### src/rtl/pixel_array_pkg.sv
// Shared types and constants for the pixel array frame sequencer.
// State encoding, the dead-cycle length between phases and the ramp/timer widths.
package pixel_array_pkg;

  typedef enum logic [2:0] {
    IDLE,
    ERASE,
    GAP,
    EXPOSE,
    CONVERT,
    READ
  } state_t;

  localparam int GAP_LEN = 1;
  localparam int RAMP_W  = 8;
  localparam int TIMER_W = 9;

  function automatic int row_width(input int height);
    return (height > 1) ? $clog2(height) : 1;
  endfunction

endpackage

### src/rtl/pixel_array_ctrl_if.sv
// Host-side requests and array-side controls of the frame sequencer.
// master is the sequencer; slave is whoever drives requests and consumes the controls.
interface pixel_array_ctrl_if
  import pixel_array_pkg::*;
#(
  parameter int PIXEL_ARRAY_HEIGHT = 2
);
  localparam int ROW_W = row_width(PIXEL_ARRAY_HEIGHT);

  logic                          start;
  logic                          continuous;
  logic                          abort;
  logic [7:0]                    expose_cycles;
  logic                          erase;
  logic                          expose;
  logic                          convert;
  logic [PIXEL_ARRAY_HEIGHT-1:0] read;
  logic [RAMP_W-1:0]             pixel_counter;
  logic                          row_valid;
  logic [ROW_W-1:0]              row_index;
  logic                          busy;
  logic                          frame_done;

  modport master (
    input  start, continuous, abort, expose_cycles,
    output erase, expose, convert, read, pixel_counter,
           row_valid, row_index, busy, frame_done
  );

  modport slave (
    output start, continuous, abort, expose_cycles,
    input  erase, expose, convert, read, pixel_counter,
           row_valid, row_index, busy, frame_done
  );

endinterface

### src/rtl/phase_timer.sv
// Loadable down-counter timing one phase; last is high on the phase's final cycle.
// last_next predicts last one cycle ahead so downstream strobes can be registered.
module phase_timer
  import pixel_array_pkg::*;
(
  input  logic               clk,
  input  logic               reset,
  input  logic               load,
  input  logic [TIMER_W-1:0] len,
  output logic               last,
  output logic               last_next
);

  logic [TIMER_W-1:0] cnt;

  always_ff @(posedge clk) begin
    if (reset) begin
      cnt <= '0;
    end else if (load) begin
      cnt <= (len == '0) ? '0 : len - TIMER_W'(1);
    end else if (cnt != '0) begin
      cnt <= cnt - TIMER_W'(1);
    end
  end

  assign last      = (cnt == '0);
  assign last_next = load ? (len <= TIMER_W'(1)) : (cnt == TIMER_W'(1));

endmodule

### src/rtl/pixel_array_ctrl.sv
// Frame sequencer ERASE -> EXPOSE -> CONVERT -> READ with one dead GAP cycle between phases.
// All outputs registered; start seen at edge N gives erase/busy from edge N+1.
module pixel_array_ctrl
  import pixel_array_pkg::*;
#(
  parameter int PIXEL_ARRAY_HEIGHT = 2,
  parameter int C_ERASE            = 5,
  parameter int C_READ_ROW         = 5,
  parameter int C_CONVERT          = 256
)(
  input  logic                clk,
  input  logic                reset,
  pixel_array_ctrl_if.master  bus
);

  localparam int H     = PIXEL_ARRAY_HEIGHT;
  localparam int ROW_W = row_width(H);
  localparam logic [ROW_W-1:0] ROW_LAST = ROW_W'(H - 1);

  state_t             state_q, state_nxt;
  state_t             next_phase_q, next_phase_nxt;
  logic [ROW_W-1:0]   row_q, row_nxt;
  logic [7:0]         exp_q;
  logic               done_nxt;

  logic               load;
  logic [TIMER_W-1:0] len;
  logic               last;
  logic               last_next;

  logic               erase_q, expose_q, convert_q, row_valid_q, busy_q, frame_done_q;
  logic [H-1:0]       read_q;
  logic [RAMP_W-1:0]  pixel_counter_q;
  logic [ROW_W-1:0]   row_index_q;

  phase_timer u_timer (
    .clk       (clk),
    .reset     (reset),
    .load      (load),
    .len       (len),
    .last      (last),
    .last_next (last_next)
  );

  always_comb begin
    state_nxt      = state_q;
    next_phase_nxt = next_phase_q;
    row_nxt        = row_q;
    done_nxt       = 1'b0;

    case (state_q)
      IDLE: begin
        // frame_done_q is high only in the first IDLE cycle after a completed frame
        if (bus.start || (bus.continuous && frame_done_q)) state_nxt = ERASE;
      end
      ERASE: begin
        if (last) begin
          state_nxt      = GAP;
          next_phase_nxt = EXPOSE;
        end
      end
      GAP: begin
        if (last) state_nxt = next_phase_q;
      end
      EXPOSE: begin
        if (last) begin
          state_nxt      = GAP;
          next_phase_nxt = CONVERT;
        end
      end
      CONVERT: begin
        if (last) begin
          state_nxt      = GAP;
          next_phase_nxt = READ;
        end
      end
      READ: begin
        if (last) begin
          if (row_q == ROW_LAST) begin
            state_nxt = IDLE;
            done_nxt  = 1'b1;
          end else begin
            row_nxt = row_q + ROW_W'(1);
          end
        end
      end
      default: state_nxt = IDLE;
    endcase

    if (bus.abort) begin
      state_nxt = IDLE;
      done_nxt  = 1'b0;
    end

    if ((state_nxt != READ) || (state_q != READ)) row_nxt = '0;

    // Reload on every phase change and on each row boundary inside READ
    load = (state_nxt != state_q) || ((state_q == READ) && (state_nxt == READ) && last);

    case (state_nxt)
      ERASE:   len = TIMER_W'(C_ERASE);
      GAP:     len = TIMER_W'(GAP_LEN);
      EXPOSE:  len = {1'b0, exp_q};
      CONVERT: len = TIMER_W'(C_CONVERT);
      READ:    len = TIMER_W'(C_READ_ROW);
      default: len = TIMER_W'(1);
    endcase
  end

  always_ff @(posedge clk) begin
    if (reset) begin
      state_q         <= IDLE;
      next_phase_q    <= IDLE;
      row_q           <= '0;
      exp_q           <= 8'd1;
      erase_q         <= 1'b0;
      expose_q        <= 1'b0;
      convert_q       <= 1'b0;
      read_q          <= '0;
      pixel_counter_q <= '0;
      row_valid_q     <= 1'b0;
      row_index_q     <= '0;
      busy_q          <= 1'b0;
      frame_done_q    <= 1'b0;
    end else begin
      state_q      <= state_nxt;
      next_phase_q <= next_phase_nxt;
      row_q        <= row_nxt;
      if ((state_q == IDLE) && (state_nxt == ERASE)) begin
        exp_q <= (bus.expose_cycles == 8'd0) ? 8'd1 : bus.expose_cycles;
      end
      erase_q         <= (state_nxt == ERASE);
      expose_q        <= (state_nxt == EXPOSE);
      convert_q       <= (state_nxt == CONVERT);
      read_q          <= (state_nxt == READ) ? (H'(1) << row_nxt) : '0;
      pixel_counter_q <= ((state_nxt == CONVERT) && (state_q == CONVERT)) ?
                         pixel_counter_q + RAMP_W'(1) : '0;
      row_valid_q     <= (state_nxt == READ) && last_next;
      row_index_q     <= row_nxt;
      busy_q          <= (state_nxt != IDLE);
      frame_done_q    <= done_nxt;
    end
  end

  assign bus.erase         = erase_q;
  assign bus.expose        = expose_q;
  assign bus.convert       = convert_q;
  assign bus.read          = read_q;
  assign bus.pixel_counter = pixel_counter_q;
  assign bus.row_valid     = row_valid_q;
  assign bus.row_index     = row_index_q;
  assign bus.busy          = busy_q;
  assign bus.frame_done    = frame_done_q;

endmodule

### src/flat_wrapper.sv
// flat-port wrapper written by rule: the top's interface ports become plain ports
module pixel_array_ctrl_flat import pixel_array_pkg::*;
#(
  parameter int PIXEL_ARRAY_HEIGHT = 2,
  parameter int C_ERASE            = 5,
  parameter int C_READ_ROW         = 5,
  parameter int C_CONVERT          = 256
)
  (clk, reset, bus_start, bus_continuous, bus_abort, bus_expose_cycles, bus_erase, bus_expose, bus_convert, bus_read, bus_pixel_counter, bus_row_valid, bus_row_index, bus_busy, bus_frame_done);
  pixel_array_ctrl_if #(.PIXEL_ARRAY_HEIGHT(PIXEL_ARRAY_HEIGHT)) bus_i ();
  input  logic clk;
  input  logic reset;
  input wire logic [$bits(bus_i.start)-1:0] bus_start;
  input wire logic [$bits(bus_i.continuous)-1:0] bus_continuous;
  input wire logic [$bits(bus_i.abort)-1:0] bus_abort;
  input wire logic [$bits(bus_i.expose_cycles)-1:0] bus_expose_cycles;
  output wire logic [$bits(bus_i.erase)-1:0] bus_erase;
  output wire logic [$bits(bus_i.expose)-1:0] bus_expose;
  output wire logic [$bits(bus_i.convert)-1:0] bus_convert;
  output wire logic [$bits(bus_i.read)-1:0] bus_read;
  output wire logic [$bits(bus_i.pixel_counter)-1:0] bus_pixel_counter;
  output wire logic [$bits(bus_i.row_valid)-1:0] bus_row_valid;
  output wire logic [$bits(bus_i.row_index)-1:0] bus_row_index;
  output wire logic [$bits(bus_i.busy)-1:0] bus_busy;
  output wire logic [$bits(bus_i.frame_done)-1:0] bus_frame_done;
  assign bus_i.start = bus_start;
  assign bus_i.continuous = bus_continuous;
  assign bus_i.abort = bus_abort;
  assign bus_i.expose_cycles = bus_expose_cycles;
  assign bus_erase = bus_i.erase;
  assign bus_expose = bus_i.expose;
  assign bus_convert = bus_i.convert;
  assign bus_read = bus_i.read;
  assign bus_pixel_counter = bus_i.pixel_counter;
  assign bus_row_valid = bus_i.row_valid;
  assign bus_row_index = bus_i.row_index;
  assign bus_busy = bus_i.busy;
  assign bus_frame_done = bus_i.frame_done;
  pixel_array_ctrl #(.PIXEL_ARRAY_HEIGHT(PIXEL_ARRAY_HEIGHT), .C_ERASE(C_ERASE), .C_READ_ROW(C_READ_ROW), .C_CONVERT(C_CONVERT)) u_core (.clk(clk), .reset(reset), .bus(bus_i));
endmodule
### config.mk
export PLATFORM = sky130hd
export DESIGN_NAME = pixel_array_ctrl_flat
export DESIGN_NICKNAME = d
export VERILOG_FILES = /design/src/rtl/pixel_array_pkg.sv /design/src/rtl/pixel_array_ctrl_if.sv /design/src/rtl/phase_timer.sv /design/src/rtl/pixel_array_ctrl.sv /design/src/flat_wrapper.sv
export SDC_FILE = /design/constraint.sdc
export NUM_CORES = 1
export LEC_CHECK = 0
export ABC_CLOCK_PERIOD_IN_PS = 4970
export BUFFER_PORTS_ARGS = -buffer_cell sky130_fd_sc_hd__buf_4
export CAP_MARGIN = 0
export CORE_MARGIN = 3
export CORE_UTILIZATION = 30
export CTS_BUF_LIST = sky130_fd_sc_hd__clkbuf_16
export DETAILED_ROUTE_END_ITERATION = 6
export PLACE_DENSITY = 0.55
export SYNTH_ARGS = -nofsm -noshare
export SYNTH_HDL_FRONTEND = slang
export SYNTH_SLANG_ARGS = --single-unit
export TNS_END_PERCENT = 10
### constraint.sdc
create_clock -name clk -period 4.97 [get_ports clk]
set_input_delay 0.2485 -clock clk [delete_from_list [all_inputs] [get_ports clk]]
set_output_delay 0.2485 -clock clk [all_outputs]
set_load 0.005 [all_outputs]
==> results of run 1 <==
-- metrics by stage --
step | power, mW | worst slack, ns | util (%) | hold slack (ns)
2_1_floorplan | 0.684 | 1.26 | - | 0.336
6_report | 1.14 | 1.02 | 38.0 | 0.210
5_1_grt | 1.21 | 0.773 | 38.0 | 0.215
3_3_place_gp | 0.771 | 1.18 | 35.8 | 0.478
4_1_cts | 1.15 | 1.02 | 38.0 | 0.211
3_5_place_dp | 0.769 | 1.12 | 35.8 | 0.479
-- registers in the layout, summed over array words and instances, names as in the netlist --
register / cells
u_core.u_timer.cnt: 9
u_core.bus.busy: 1
u_core.bus.read: 2
u_core.row_q: 1
u_core.bus.expose: 1
u_core.state_q: 3
u_core.bus.erase: 1
u_core.bus.row_valid: 1
u_core.bus.frame_done: 1
u_core.bus.pixel_counter: 8
u_core.next_phase_q: 3
u_core.bus.convert: 1
u_core.exp_q: 8
-- Yosys cell counts (2+ instances only) --
master     number  area, sq um
a2111oi_0       2         17.5
a211o_1         5         43.8
a211oi_1        2         15.0
a21o_1          4         30.0
a21oi_1        20          100
a22oi_1         2         15.0
a2bb2oi_1       2         17.5
a31oi_1         2         12.5
and2_1          2         12.5
and3_1          4         25.0
buf_4           2         15.0
clkbuf_1        8         30.0
dfxtp_1        40          801
ha_1            7         87.6
inv_1          10         37.5
nand2_1        28          105
nand2b_1        4         25.0
nand3_1        13         65.1
nand4_1         2         12.5
nor2_1         26         97.6
nor3_1         16         80.1
nor4_1          5         31.3
nor4b_1         2         17.5
nor4bb_1        2         20.0
o2111a_1        2         22.5
o2111ai_1       3         26.3
o211a_1         2         20.0
o211ai_1        4         30.0
o21ai_0        10         50.1
o221ai_1        2         17.5
o31ai_1         2         15.0
or3_1           8         50.1
xnor2_1         7         61.3
xor2_1          8         70.1
-- how the worst max path moves through the flow --
stage                       endpoint  slack, ns  cells after the start
2_1_floorplan  u_core.u_timer.cnt[4]       1.26                     14
3_3_place_gp   u_core.u_timer.cnt[4]       1.18                     11
3_5_place_dp   u_core.u_timer.cnt[4]       1.12                     11
4_1_cts        u_core.u_timer.cnt[4]       1.02                     11
5_1_grt        u_core.u_timer.cnt[4]       0.77                     11
6_report       u_core.u_timer.cnt[4]       1.02                     11
-- power by group through the flow --
stage	clock [mW]	sequential [mW]	combinational, mW
after floorplan	0	0.381	0.304
after global placement	0	0.391	0.381
after detailed placement	0	0.391	0.379
after CTS	0.378	0.384	0.384
after global routing	0.394	0.389	0.426
final	0.371	0.385	0.385
-- cells by family (layout without fill, tap and decap cells) --
| family | after synthesis | in the layout |
|---|---|---|
| xor+xnor | 15 | 15 |
| compound gates | 78 | 78 |
| flops | 40 | 40 |
| fa+ha+maj | 7 | 7 |
| simple gates | 124 | 124 |
| buf+inv | 22 | 49 |
| mux | 2 | 2 |
-- area by class of cell --
type	count	area, sq um
Fill cell	791	4610
Multi-Input combinational cell	226	1470
Sequential cell	40	801
Timing Repair Buffer	31	233
Clock buffer	5	125
Tap cell	99	124
Clock inverter	3	42.5
Inverter	10	37.5
-- routing by layer --
layer | track usage (%) | vias up | part of all wire, %
met5 | 0 | - | 0
li1 | - | 1124 | -
met3 | 2.95 | 7 | 5.6
met4 | 3.85 | 0 | 1.3
met2 | 22.0 | 59 | 44
met1 | 19.0 | 1032 | 49
-- critical path, stage by stage, from the launching register on --
cell      delay (ns)
dfxtp_1         0.35
inv_1           0.10
ha_1            0.27
or4b_1          0.64
or4_4           0.55
and3_4          0.23
nor3_1          0.43
nand2_1         0.21
ha_1            0.33
a211o_1         0.29
a211o_1         0.26
a221oi_2        0.19
==> results.yml, run 1 <==
clock_network:
  clockBufferDepth: 2
  cts_hold_buf: 0
  worstSkewPairLatency_ns: 0.29
  ctsResizeCount: 0
  cts_made_buffers: 5
  cts_root_buffer: "clkbuf_16"
  clk_pin_slew_worst_paths_ns: 0.06
  cts_tree: "yes"
  cts_max_level: 2
  post_cts_buffers: 0
  cts_sinks: 40
synth:
  syn_area_per_cell_sq_um: 8.22
  ys_async_sr_fraction_pct: 0
  netlist_area_sq_mm: 0.00237
  postSynthNetCount: 308
  synth_edf_count: 0
  yosysSeqAreaShare_pct: 33.8
  synth-seq-cells: 40
  ys_types: 64
  synth-simple-area-share_pct: 27.7
  synth_xor_area_share_pct: 5.55
  synth_ff_type: "dfxtp_1"
  synth_warnings: 0
  syn_inst: 288
  synthAdderAreaFrac_pct: 3.70
  synth_compound_area_share_pct: 24.2
  synth_top_family_by_area: "simple AND/OR/NAND/NOR gates"
  muxShareOfSynthArea_pct: 0.898
routing:
  vias: 2222
  first_pass_iters: 4
  wl_um: 5960
  drt_iter0_markers: 133
  drc: 0
  avgViaCountPerCell: 5.37
  final_antenna_net_count: 0
  wl_per_cell_um: 14.4
die:
  ios: 30
  coreArea_sq_mm: 0.00745
  die_height_um: 94.9
  dieArea_sq_mm: 0.00900
  die_x_um: 94.9
  start_util_pct: 31.8
  core.rowCount: 31
power_and_ir_drop:
  seq_power_share_pct: 33.7
  p_clk_share_pct: 32.5
  power.internal_mw: 0.733
  power.switching_mw: 0.408
  irDropWorstVdd_uv: 145
  combPwrFrac_pct: 33.7
  swShare_pct: 35.7
  p_per_area_mw_per_mm2: 403
  p_leak_nw: 1.06
final_layout:
  layout-drive-gt1-share_pct: 16.5
  final_area_sq_mm: 0.00283
  final-instance-count-excl-fill: 414
  num_antenna_cells: 0
  fin_nets: 334
  synthToLayoutAreaGrowth_pct: 19.6
  final_common_cell: "dfxtp_1"
  mostFrequentLayoutCells: "40 x dfxtp_1, 31 x buf_4, 28 x nand2_1"
worst_hold_path:
  min_to: "u_core.exp_q[4]"
  min_path_cells: 3
  hold_path.class: "input port to flop"
  min_from: "bus_expose_cycles[4]"
outcome:
  status: "finished, final reports clean"
sta:
  clock_skew_ns: 0.00712
  report.final.slew_viol_count: 0
  fin_tns_setup_ns: 0
  finalCriticalPeriod_ns: 3.95
  min_period_over_period_pct: 79.4
  tightest_slew_ns: 0.834
  final-setup-viol-count: 0
  clock.fmax_mhz: 253
  slew_headroom_pct: 44.0
  finalHoldViolCount: 0
  rsz0062_at_grt: "no"
setup_path:
  required_ns: 5.17
  crit_fanout: 9
  cp-end-kind: "flop"
  r2r-end: "u_core.u_timer.cnt[4]"
  reg2reg_depth: 11
  cp.arrival_ns: 4.15
  crit_type: "flop to flop"
  start_kind: "flop"
  r2r_slack_ns: 1.02
  reg2reg_from: "u_core.u_timer.cnt[0]"
  crit_start: "u_core.u_timer.cnt[0]"
placement:
  placedInstanceArea_sq_mm: 0.00267
  dp_hpwl_um: 4340
  port_buffers: 29
  place_inst: 406
  gp_congestion: 0.830
flow_run:
  cap_viol_max_count: 0
grt:
  track_usage_pct: 13.9
  grt_pass1_vias: 2027
  antenna_found_initial: 0
  grt_pass1_wl_um: 9890
  grt_max_degree: 31
  grt_overflow: 0
No activity file was read; power rests on OpenSTA's default activity.
==> run 2: changes to the inputs <==
ABC_AREA = 1   (was unset)
ABC_CLOCK_PERIOD_IN_PS = 3800   (was 4970)
clock period = 3.8 ns   (was 4.97 ns; I/O delays follow)
==> results.yml, run 2 <==
synth:
  postSynthNetCount: 335
  synth_edf_count: 0
  synth-seq-cells: 40
  synth_area_leaders: "dfxtp_1 36%, nand2_1 10%, inv_1 6.8%"
  syn_area_per_cell_sq_um: 7.06
  ys_types: 27
  yosysTopAreaCell: "dfxtp_1"
  synth_ff_type: "dfxtp_1"
  synth_warnings: 0
  yosysSeqAreaShare_pct: 36.0
  synthMostInstantiatedCell: "nand2_1"
  netlist_area_sq_mm: 0.00222
  ys_top_cells_by_count: "60 x nand2_1, 40 x dfxtp_1, 40 x inv_1, 39 x nor2_1, 21 x o21ai_0"
  syn_inst: 315
  synth_top_area_share_pct: 36.0
  ys_async_sr_fraction_pct: 0
flow_run:
  cap_viol_max_count: 0
routing:
  avgViaCountPerCell: 4.48
  drc: 0
  wl_um: 4860
  vias: 1989
  drt_iter0_markers: 65
  first_pass_iters: 4
  final_antenna_net_count: 0
  wl_per_cell_um: 10.9
setup_path:
  required_ns: 3.97
  r2r_slack_ns: 0.70
  cp-end-kind: "flop"
  reg2reg_from: "u_core.u_timer.cnt[0]"
  slowest_delay_ns: 0.32
  crit_fanout: 15
  crit_path_cell_trace: "inv_1, ha_1, inv_1, nor2_1, nand2_1, nor2_4, nand2_1, nand2_2, nand3_4, nand2_1, nand2_1, nor2_1, inv_2, nand2_2, ha_1, nand3_1, nor2_2, nand3_1, nand2_1, nor2_1, nor2_1, nor2_1"
  r2r-end: "u_core.u_timer.cnt[8]"
  cp.arrival_ns: 3.27
  crit_type: "flop to flop"
  slowest_stage: "dfxtp_1"
  start_kind: "flop"
  reg2reg_depth: 22
clock_network:
  post_cts_buffers: 0
  cts_sinks: 40
  cts_tree: "yes"
  cts_max_level: 2
  cts_hold_buf: 0
  clk_pin_slew_worst_paths_ns: 0.06
  cts_made_buffers: 5
  cts_root_buffer: "clkbuf_16"
  worstSkewPairLatency_ns: 0.28
  clockBufferDepth: 2
  ctsResizeCount: 0
sta:
  final-setup-viol-count: 0
  clock_skew_ns: 0.00728
  tightest_slew_ns: 0.829
  finalCriticalPeriod_ns: 3.10
  slew_headroom_pct: 44.0
  finalHoldViolCount: 0
  rsz0062_at_grt: "no"
  clock.fmax_mhz: 322
  min_period_over_period_pct: 81.6
  fin_tns_setup_ns: 0
  report.final.slew_viol_count: 0
final_layout:
  largest_reg_flops: 9
  final-seq-area_sq_um: 801
  mostFrequentLayoutCells: "60 x nand2_1, 40 x inv_1, 40 x dfxtp_1"
  fin_nets: 367
  fin_util_pct: 38.9
  multi_input_area_sq_mm: 0.00124
  synthToLayoutAreaGrowth_pct: 22.0
  nFillCells: 777
  num_antenna_cells: 0
  final-instance-count-excl-fill: 444
  largest_register: "u_core.u_timer.cnt"
  layout-drive-gt1-share_pct: 18.1
  final_common_cell: "nand2_1"
grt:
  antenna_found_initial: 0
  grt_pass1_wl_um: 8390
  grt_max_degree: 16
  grt_overflow: 0
  grt_pass1_vias: 1847
  track_usage_pct: 12.1
worst_hold_path:
  hold_path.class: "input port to flop"
  min_to: "u_core.bus.frame_done"
  min_path_cells: 2
  min_from: "bus_abort"
power_and_ir_drop:
  combPwrFrac_pct: 45.0
  swShare_pct: 41.4
  irDropWorstVdd_uv: 362
  p_per_area_mw_per_mm2: 699
  p_clk_share_pct: 24.9
  p_leak_nw: 1.21
  power.internal_mw: 1.11
  seq_power_share_pct: 30.1
  power.switching_mw: 0.784
die:
  dieArea_sq_mm: 0.00848
  die_x_um: 92.1
  die_height_um: 92.1
  core.rowCount: 30
  coreArea_sq_mm: 0.00698
  start_util_pct: 31.8
  ios: 30
placement:
  port_buffers: 29
  place_inst: 436
  gp_congestion: 0.837
  dp_hpwl_um: 3810
outcome:
  status: "finished, final reports clean"
## run 2: cell count changes after synthesis, sizes merged, moves of 10 or more
cell   delta
nand2    +41
o21ai    +10
nor2     +20
inv      +34
nand4    +10
## run 2: critical path, delay by kind of cell, from the launching register on
| kind | cells | cell delay (ns) |
|---|---|---|
| simple gates | 17 | 1.98 |
| flops | 1 | 0.32 |
| fa+ha+maj | 2 | 0.40 |
| buf+inv | 3 | 0.28 |
## run 2: logic make-up (layout without fill, tap and decap cells)
family,count (synthesis),in the layout,share of synthesized area (%)
and+or+nand+nor,159,159,34.8
buffers and inverters,48,81,8.16
AOI/OAI and AO/OA,45,45,10.7
DFF,40,40,36.0
xor gates and xnor gates,16,16,6.30
adders and majority gates,7,7,3.94
## run 2: cell type report
class / count / area share [%]
Clock buffer: 5 / 4.61
Clock inverter: 3 / 1.57
Inverter: 44 / 6.09
Multi-Input combinational cell: 227 / 45.8
Sequential cell: 40 / 29.5
Tap cell: 96 / 4.43
Timing Repair Buffer: 29 / 8.03
## run 2: worst max-delay path by stage
stage,from,to,slack [ns],cells after the start
floorplan,u_core.u_timer.cnt[0],u_core.u_timer.cnt[8],1.26,22
global placement,u_core.u_timer.cnt[0],u_core.u_timer.cnt[8],0.78,22
detailed placement,u_core.u_timer.cnt[0],u_core.u_timer.cnt[4],0.72,21
CTS,u_core.u_timer.cnt[0],u_core.u_timer.cnt[8],0.69,22
global route,u_core.u_timer.cnt[0],u_core.u_timer.cnt[6],0.32,22
finish,u_core.u_timer.cnt[0],u_core.u_timer.cnt[8],0.70,22
## run 2: metal layers
metal	wire length [um]	up-vias	GRT usage, %
met3	237	6	2.87
met2	1990	45	17.5
met5	0	-	0
met4	57	0	3.47
met1	2580	856	17.6
li1	-	1082	-
## run 2: through the flow
step                hold slack [ns]  setup slack [ns]  instance area [sq um]  power, mW
finish                       0.0945             0.697                   2710       1.90
global route                 0.0917             0.318                   2710       2.06
detailed placement            0.380             0.719                   2540       1.43
floorplan                     0.269              1.26                   2220       1.25
CTS                          0.0845             0.689                   2710       1.91
global placement              0.375             0.775                   2540       1.43
## run 2: power groups by stage
| stage | logic [mW] | clock network, mW | registers, mW |
|---|---|---|---|
| finish | 0.854 | 0.472 | 0.571 |
| global route | 0.974 | 0.504 | 0.582 |
| CTS | 0.857 | 0.484 | 0.570 |
| detailed placement | 0.852 | 0 | 0.579 |
| global placement | 0.857 | 0 | 0.578 |
| floorplan | 0.683 | 0 | 0.566 |
